[config.mk]
export PLATFORM = sky130hd
export DESIGN_NAME = pipe_hazard_ctrl
export DESIGN_NICKNAME = d
export VERILOG_FILES = /design/src/rtl/pipe_hazard_ctrl_pkg.sv /design/src/rtl/hz_perf_cnt.sv /design/src/rtl/pipe_hazard_ctrl.sv
export SDC_FILE = /design/constraint.sdc
export NUM_CORES = 1
export LEC_CHECK = 0
export CAP_MARGIN = 40
export CORE_MARGIN = 2
export CORE_UTILIZATION = 40
export CTS_CLUSTER_SIZE = 24
export DETAILED_ROUTE_END_ITERATION = 10
export GPL_ROUTABILITY_DRIVEN = 0
export HOLD_SLACK_MARGIN = 0.12
export PLACE_DENSITY_LB_ADDON = 0.2
export SKIP_LAST_GASP = 1
export SYNTH_ARGS = -nofsm -noshare
export SYNTH_HDL_FRONTEND = slang
export SYNTH_SLANG_ARGS = --single-unit
[constraint.sdc]
create_clock -name clk -period 2.7 [get_ports clk]
set_clock_uncertainty 0.15 [all_clocks]
set_input_delay 0.54 -clock clk [delete_from_list [all_inputs] [get_ports clk]]
set_output_delay 0.54 -clock clk [all_outputs]
set_load 0.005 [all_outputs]
[src/rtl/pipe_hazard_ctrl_pkg.sv]
// Shared pipeline types for the hazard sequencer: FSM state encoding and
// the per-stage hold/bubble control bundle.
package pipe_hazard_ctrl_pkg;

  typedef enum logic {
    HZ_RUN  = 1'b0,
    HZ_DROP = 1'b1
  } hz_state_t;

  typedef struct packed {
    logic hold;
    logic bubble;
  } stage_ctl_t;

  localparam int HZ_PC_W  = 64;
  localparam int HZ_RA_W  = 5;
  localparam int HZ_CNT_W = 32;

  // Number of counters kept by the hazard block (stall, flush).
  localparam int HZ_NUM_CNT = 2;

endpackage

[src/rtl/hz_perf_cnt.sv]
// Bank of enable-driven free-running performance counters that wrap modulo
// 2^CNT_W. Counter i lives in cnt[i*CNT_W +: CNT_W].
module hz_perf_cnt #(
  parameter int CNT_W = 32,
  parameter int N     = 2
) (
  input  logic               clk,
  input  logic               resetn,
  input  logic [N-1:0]       en,
  output logic [N*CNT_W-1:0] cnt
);

  genvar gi;
  generate
    for (gi = 0; gi < N; gi++) begin : g_cnt
      logic [CNT_W-1:0] cnt_q;

      always_ff @(posedge clk or negedge resetn) begin
        if (!resetn) begin
          cnt_q <= '0;
        end else if (en[gi]) begin
          cnt_q <= cnt_q + CNT_W'(1);
        end
      end

      assign cnt[gi*CNT_W +: CNT_W] = cnt_q;
    end
  endgenerate

endmodule

[src/rtl/pipe_hazard_ctrl.sv]
// Stall/flush/redirect sequencer for the 5-stage pipeline, including the
// fetch-discard FSM used when a redirect races an in-flight ibus response.
module pipe_hazard_ctrl
  import pipe_hazard_ctrl_pkg::*;
#(
  parameter int PC_W  = HZ_PC_W,
  parameter int RA_W  = HZ_RA_W,
  parameter int CNT_W = HZ_CNT_W
) (
  input  logic             clk,
  input  logic             resetn,
  input  logic             if_busy,
  input  logic             if_data_ok,
  input  logic             dm_busy,
  input  logic             de_valid,
  input  logic [RA_W-1:0]  de_ra1,
  input  logic [RA_W-1:0]  de_ra2,
  input  logic             ex_valid,
  input  logic             ex_memread,
  input  logic [RA_W-1:0]  ex_dst,
  input  logic             ex_redirect,
  input  logic [PC_W-1:0]  ex_target,
  output logic             hold_f,
  output logic             hold_d,
  output logic             hold_e,
  output logic             hold_m,
  output logic             bubble_d,
  output logic             bubble_e,
  output logic             bubble_w,
  output logic             pc_redirect,
  output logic [PC_W-1:0]  pc_target,
  output logic             if_discard,
  output logic [CNT_W-1:0] stall_cnt,
  output logic [CNT_W-1:0] flush_cnt
);

  hz_state_t        state;
  logic [PC_W-1:0]  target_q;

  logic             mem_stall;
  logic             load_use;
  logic             take;
  logic             fetch_pending;

  logic             hold_f_c;
  logic             hold_m_c;
  logic             bubble_w_c;
  stage_ctl_t       ctl_d;
  stage_ctl_t       ctl_e;
  logic             redirect_c;
  logic             discard_c;
  logic             go_drop;
  logic             latch_tgt;
  logic [PC_W-1:0]  tgt_c;

  assign mem_stall = dm_busy;
  assign take      = ex_valid & ex_redirect;
  assign load_use  = ex_valid & ex_memread & de_valid & (ex_dst != '0) &
                     ((ex_dst == de_ra1) | (ex_dst == de_ra2));

  // A response arriving in the same cycle as the redirect is already consumed,
  // so only a still-outstanding request needs to be discarded.
  assign fetch_pending = if_busy & ~if_data_ok;

  always_comb begin
    hold_f_c   = 1'b0;
    hold_m_c   = 1'b0;
    bubble_w_c = 1'b0;
    ctl_d      = '0;
    ctl_e      = '0;
    redirect_c = 1'b0;
    discard_c  = 1'b0;
    go_drop    = 1'b0;
    latch_tgt  = 1'b0;
    tgt_c      = (state == HZ_DROP) ? target_q : ex_target;

    if (state == HZ_DROP) begin
      hold_f_c     = 1'b1;
      ctl_d.bubble = 1'b1;
    end

    if (mem_stall) begin
      hold_f_c   = 1'b1;
      ctl_d.hold = 1'b1;
      ctl_e.hold = 1'b1;
      hold_m_c   = 1'b1;
      bubble_w_c = 1'b1;
    end else if (take) begin
      ctl_d.bubble = 1'b1;
      ctl_e.bubble = 1'b1;
      if (state == HZ_DROP) begin
        latch_tgt = 1'b1;
      end else if (fetch_pending) begin
        latch_tgt = 1'b1;
        go_drop   = 1'b1;
        hold_f_c  = 1'b1;
      end else begin
        redirect_c = 1'b1;
      end
    end else if (load_use) begin
      hold_f_c     = 1'b1;
      ctl_d.hold   = 1'b1;
      ctl_e.bubble = 1'b1;
    end

    if ((state == HZ_DROP) && if_data_ok) begin
      discard_c  = 1'b1;
      redirect_c = 1'b1;
      // A branch resolving in the very cycle the discard completes is the newest.
      if (take && !mem_stall) begin
        tgt_c = ex_target;
      end
    end
  end

  always_ff @(posedge clk or negedge resetn) begin
    if (!resetn) begin
      state    <= HZ_RUN;
      target_q <= '0;
    end else begin
      if (latch_tgt) begin
        target_q <= ex_target;
      end
      case (state)
        HZ_RUN:  if (go_drop)    state <= HZ_DROP;
        HZ_DROP: if (if_data_ok) state <= HZ_RUN;
        default: state <= HZ_RUN;
      endcase
    end
  end

  assign hold_f      = resetn & hold_f_c;
  assign hold_d      = resetn & ctl_d.hold;
  assign hold_e      = resetn & ctl_e.hold;
  assign hold_m      = resetn & hold_m_c;
  assign bubble_d    = resetn & ctl_d.bubble;
  assign bubble_e    = resetn & ctl_e.bubble;
  assign bubble_w    = resetn & bubble_w_c;
  assign pc_redirect = resetn & redirect_c;
  assign if_discard  = resetn & discard_c;
  assign pc_target   = resetn ? tgt_c : '0;

  logic [HZ_NUM_CNT*CNT_W-1:0] cnt_bus;

  hz_perf_cnt #(
    .CNT_W (CNT_W),
    .N     (HZ_NUM_CNT)
  ) u_perf (
    .clk    (clk),
    .resetn (resetn),
    .en     ({pc_redirect, hold_f}),
    .cnt    (cnt_bus)
  );

  assign stall_cnt = cnt_bus[0 +: CNT_W];
  assign flush_cnt = cnt_bus[CNT_W +: CNT_W];

endmodule

==> flow_summary.json <==
{
  "status": "complete, no violations",
  "antenna_found_initial": 0,
  "yosysTopAreaCellShare": 0.4891,
  "hold_violations": 0,
  "ys_types": 40,
  "clkTransAtPathRegs_ns": 0.06,
  "setup_viol": 0,
  "clk_path_buf_depth": 2,
  "synth_seq_area_share": 0.4891,
  "ir_drop_mv": 0.4327,
  "yosys.area_share.xor_xnor": 0.09422,
  "die_w_um": 132.5,
  "io_pins": 225,
  "avgRoutedWirePerCell_um": 16.53,
  "synth_fp_nets": 735,
  "synthTopCellsByArea": "dfrtp_1, mux2_2, nand2_1",
  "worstPathRequired_ns": 2.01,
  "grt_pass1_vias": 5906,
  "ant_nets": 0,
  "fin_crit_sh": 0.9629,
  "fmax_mhz": 384.7,
  "routed_wl_mm": 18.78,
  "dp_cells": 1084,
  "cap_violations": 0,
  "worstSetupStartpoint": "ex_dst[0]",
  "stdcell_count": 1136,
  "viasPerCell": 5.029,
  "areaGrowthSynthToFinish_pct": 52.65,
  "period_needed_ns": 2.600,
  "grt_overflow": 0,
  "layout_commonest_cell": "nand2_1",
  "timing.slew.headroom": 0.5007,
  "layout-drive-gt1-share": 0.2511,
  "async_flop_share": 1.000,
  "drc": 0,
  "rows": 46,
  "finalInstanceArea_mm2": 0.01007,
  "cellLeakagePower_uw": 0.004538,
  "avgSynthCellArea_um2": 10.23,
  "yosys.area.top_type": "dfrtp_1",
  "power_density_mw_per_mm2": 579.1,
  "num_vias": 5713,
  "synth_compound_area_frac": 0.08645,
  "fillCellCount": 1314,
  "coreArea_mm2": 0.01600,
  "drt_iter0_markers": 244,
  "placed_area_mm2": 0.009299,
  "grt_pass1_wl_mm": 30.11,
  "synthSimpleGateAreaFrac": 0.1873,
  "synthFlopType": "dfrtp_1",
  "place_ws_ns": -0.6586,
  "grt_max_degree": 61,
  "worst_slew_pin_slew_ns": 0.7489,
  "insertedDiodeCount": 0,
  "final_net_count": 998,
  "setup.worst_path.class": "in2out",
  "grt_usage": 0.2149,
  "cts.sinks": 129,
  "start_util": 0.4125,
  "post-dp-hpwl_mm": 12.76,
  "synth_warnings": 0,
  "hold_path_class": "in2async",
  "hold_ws_ns": 0.1466,
  "cts_tree": "built",
  "first_pass_iters": 5,
  "final_cell_mix": "nand2_1, clkdlybuf4s50_1, dfrtp_1",
  "insertion_delay_ns": 0.41,
  "syn-cell-area_mm2": 0.006600,
  "grt_setup_unrepaired": "no",
  "crit_path_start_kind": "input port",
  "crit_fanout": 3,
  "h-tree-depth": 4,
  "layout_setup_ws_ns": 0.1003,
  "io_buffers": 224,
  "synth_top_family_by_area": "simple AND/OR/NAND/NOR gates",
  "synth-edff-count": 0,
  "muxShareOfSynthArea": 0.1109,
  "syn_inst": 645,
  "synthAdderAreaFrac": 0.003791,
  "worstReg2RegStart": "u_perf.g_cnt[0].cnt_q[10]$_DFFE_PN0P_",
  "ys_ff_latch": 129,
  "numCtsBuffers": 17,
  "report.final.slew_viol_count": 0,
  "critPathCaptureType": "output pin",
  "cts-root-buf": "clkbuf_16",
  "final_util": 0.6297,
  "die_area_mm2": 0.01754,
  "worstPathArrival_ns": 1.91,
  "die_h_um": 132.5
}
[cell families after synthesis]
logic type      after synthesis
compound gates               76
xor+xnor                     71
fa+ha+maj                     2
buf+inv                      39
flops                       129
mux                          65
simple gates                263
[through the flow]
step	TNS [ns]	total power, uW
2_1_floorplan	0	2944
3_3_place_gp	-38.42	3510
3_5_place_dp	-40.94	3575
4_1_cts	0	5887
5_1_grt	0	6113
6_report	0	5834
[power breakdown]
part	total (uW)	internal, uW	leakage [uW]	switching [uW]
logic	1070	663	0.00258	408
registers	2480	2250	0.00167	226
clock network	2280	1440	0.000283	844
[cells in the mapped netlist (4+ instances only)]
cell,number
a21boi_0,64
and2_1,8
and3_1,16
and4_1,6
buf_6,4
clkbuf_1,29
dfrtp_1,129
mux2_2,65
nand2_1,155
nand3_1,31
nand4_1,18
nor2_1,11
nor3_1,4
xnor2_1,62
xor2_1,9
[worst paths after layout]
path	to	depth (start not counted)	slack (ns)
worst min register to register	u_perf.g_cnt[0].cnt_q[31]$_DFFE_PN0P_	1	0.32
max in group asynchronous	target_q[3]$_DFFE_PN0P_	3	1.31
worst max register to register	u_perf.g_cnt[0].cnt_q[31]$_DFFE_PN0P_	6	0.47
worst max-delay path	hold_f	6	0.10
worst min-delay path	target_q[1]$_DFFE_PN0P_	3	0.15
min in group clk	u_perf.g_cnt[0].cnt_q[31]$_DFFE_PN0P_	1	0.32
[registers in the layout, indices dropped and copies added (netlist names)]
name,flops
target_q,64
u_perf.g_cnt.cnt_q,64
state,1
[routing by layer]
metal | routed length, um | up-vias | track usage
met2 | 9387 | 175 | 0.3693
met3 | 1534 | 17 | 0.07548
li1 | - | 2717 | -
met5 | 0 | - | 0
met4 | 218 | 0 | 0.06093
met1 | 7640 | 2804 | 0.2549
[cell type report]
| class | instances | area [um2] | share of cell area |
|---|---|---|---|
| timing repair buffer | 282 | 2721 | 0.2701 |
| clock inverter | 11 | 140.1 | 0.01391 |
| clock buffer | 20 | 436.7 | 0.04334 |
| inverter | 1 | 3.754 | 0.0003726 |
| multi-input combinational | 477 | 3274 | 0.3250 |
| sequential | 129 | 3228 | 0.3204 |
| tap | 216 | 270.3 | 0.02683 |
[what timing repair did]
item / in CTS / in global routing
gates cloned: 6 / 1
gates resized for setup: 315 / 31
hold buffers: 7 / 0
endpoints found under the setup margin: 69 / 57
pin swaps: 27 / 9
hold endpoints to repair: 44 / 0
buffers inserted: 9 / 0
[critical path, stage by stage]
cell,delay [ns]
clkdlybuf4s15_2,0.21
or3_1,0.33
o311a_4,0.34
and4b_1,0.18
a21bo_1,0.17
buf_2,0.14
No activity file was read; power rests on OpenSTA's default activity.
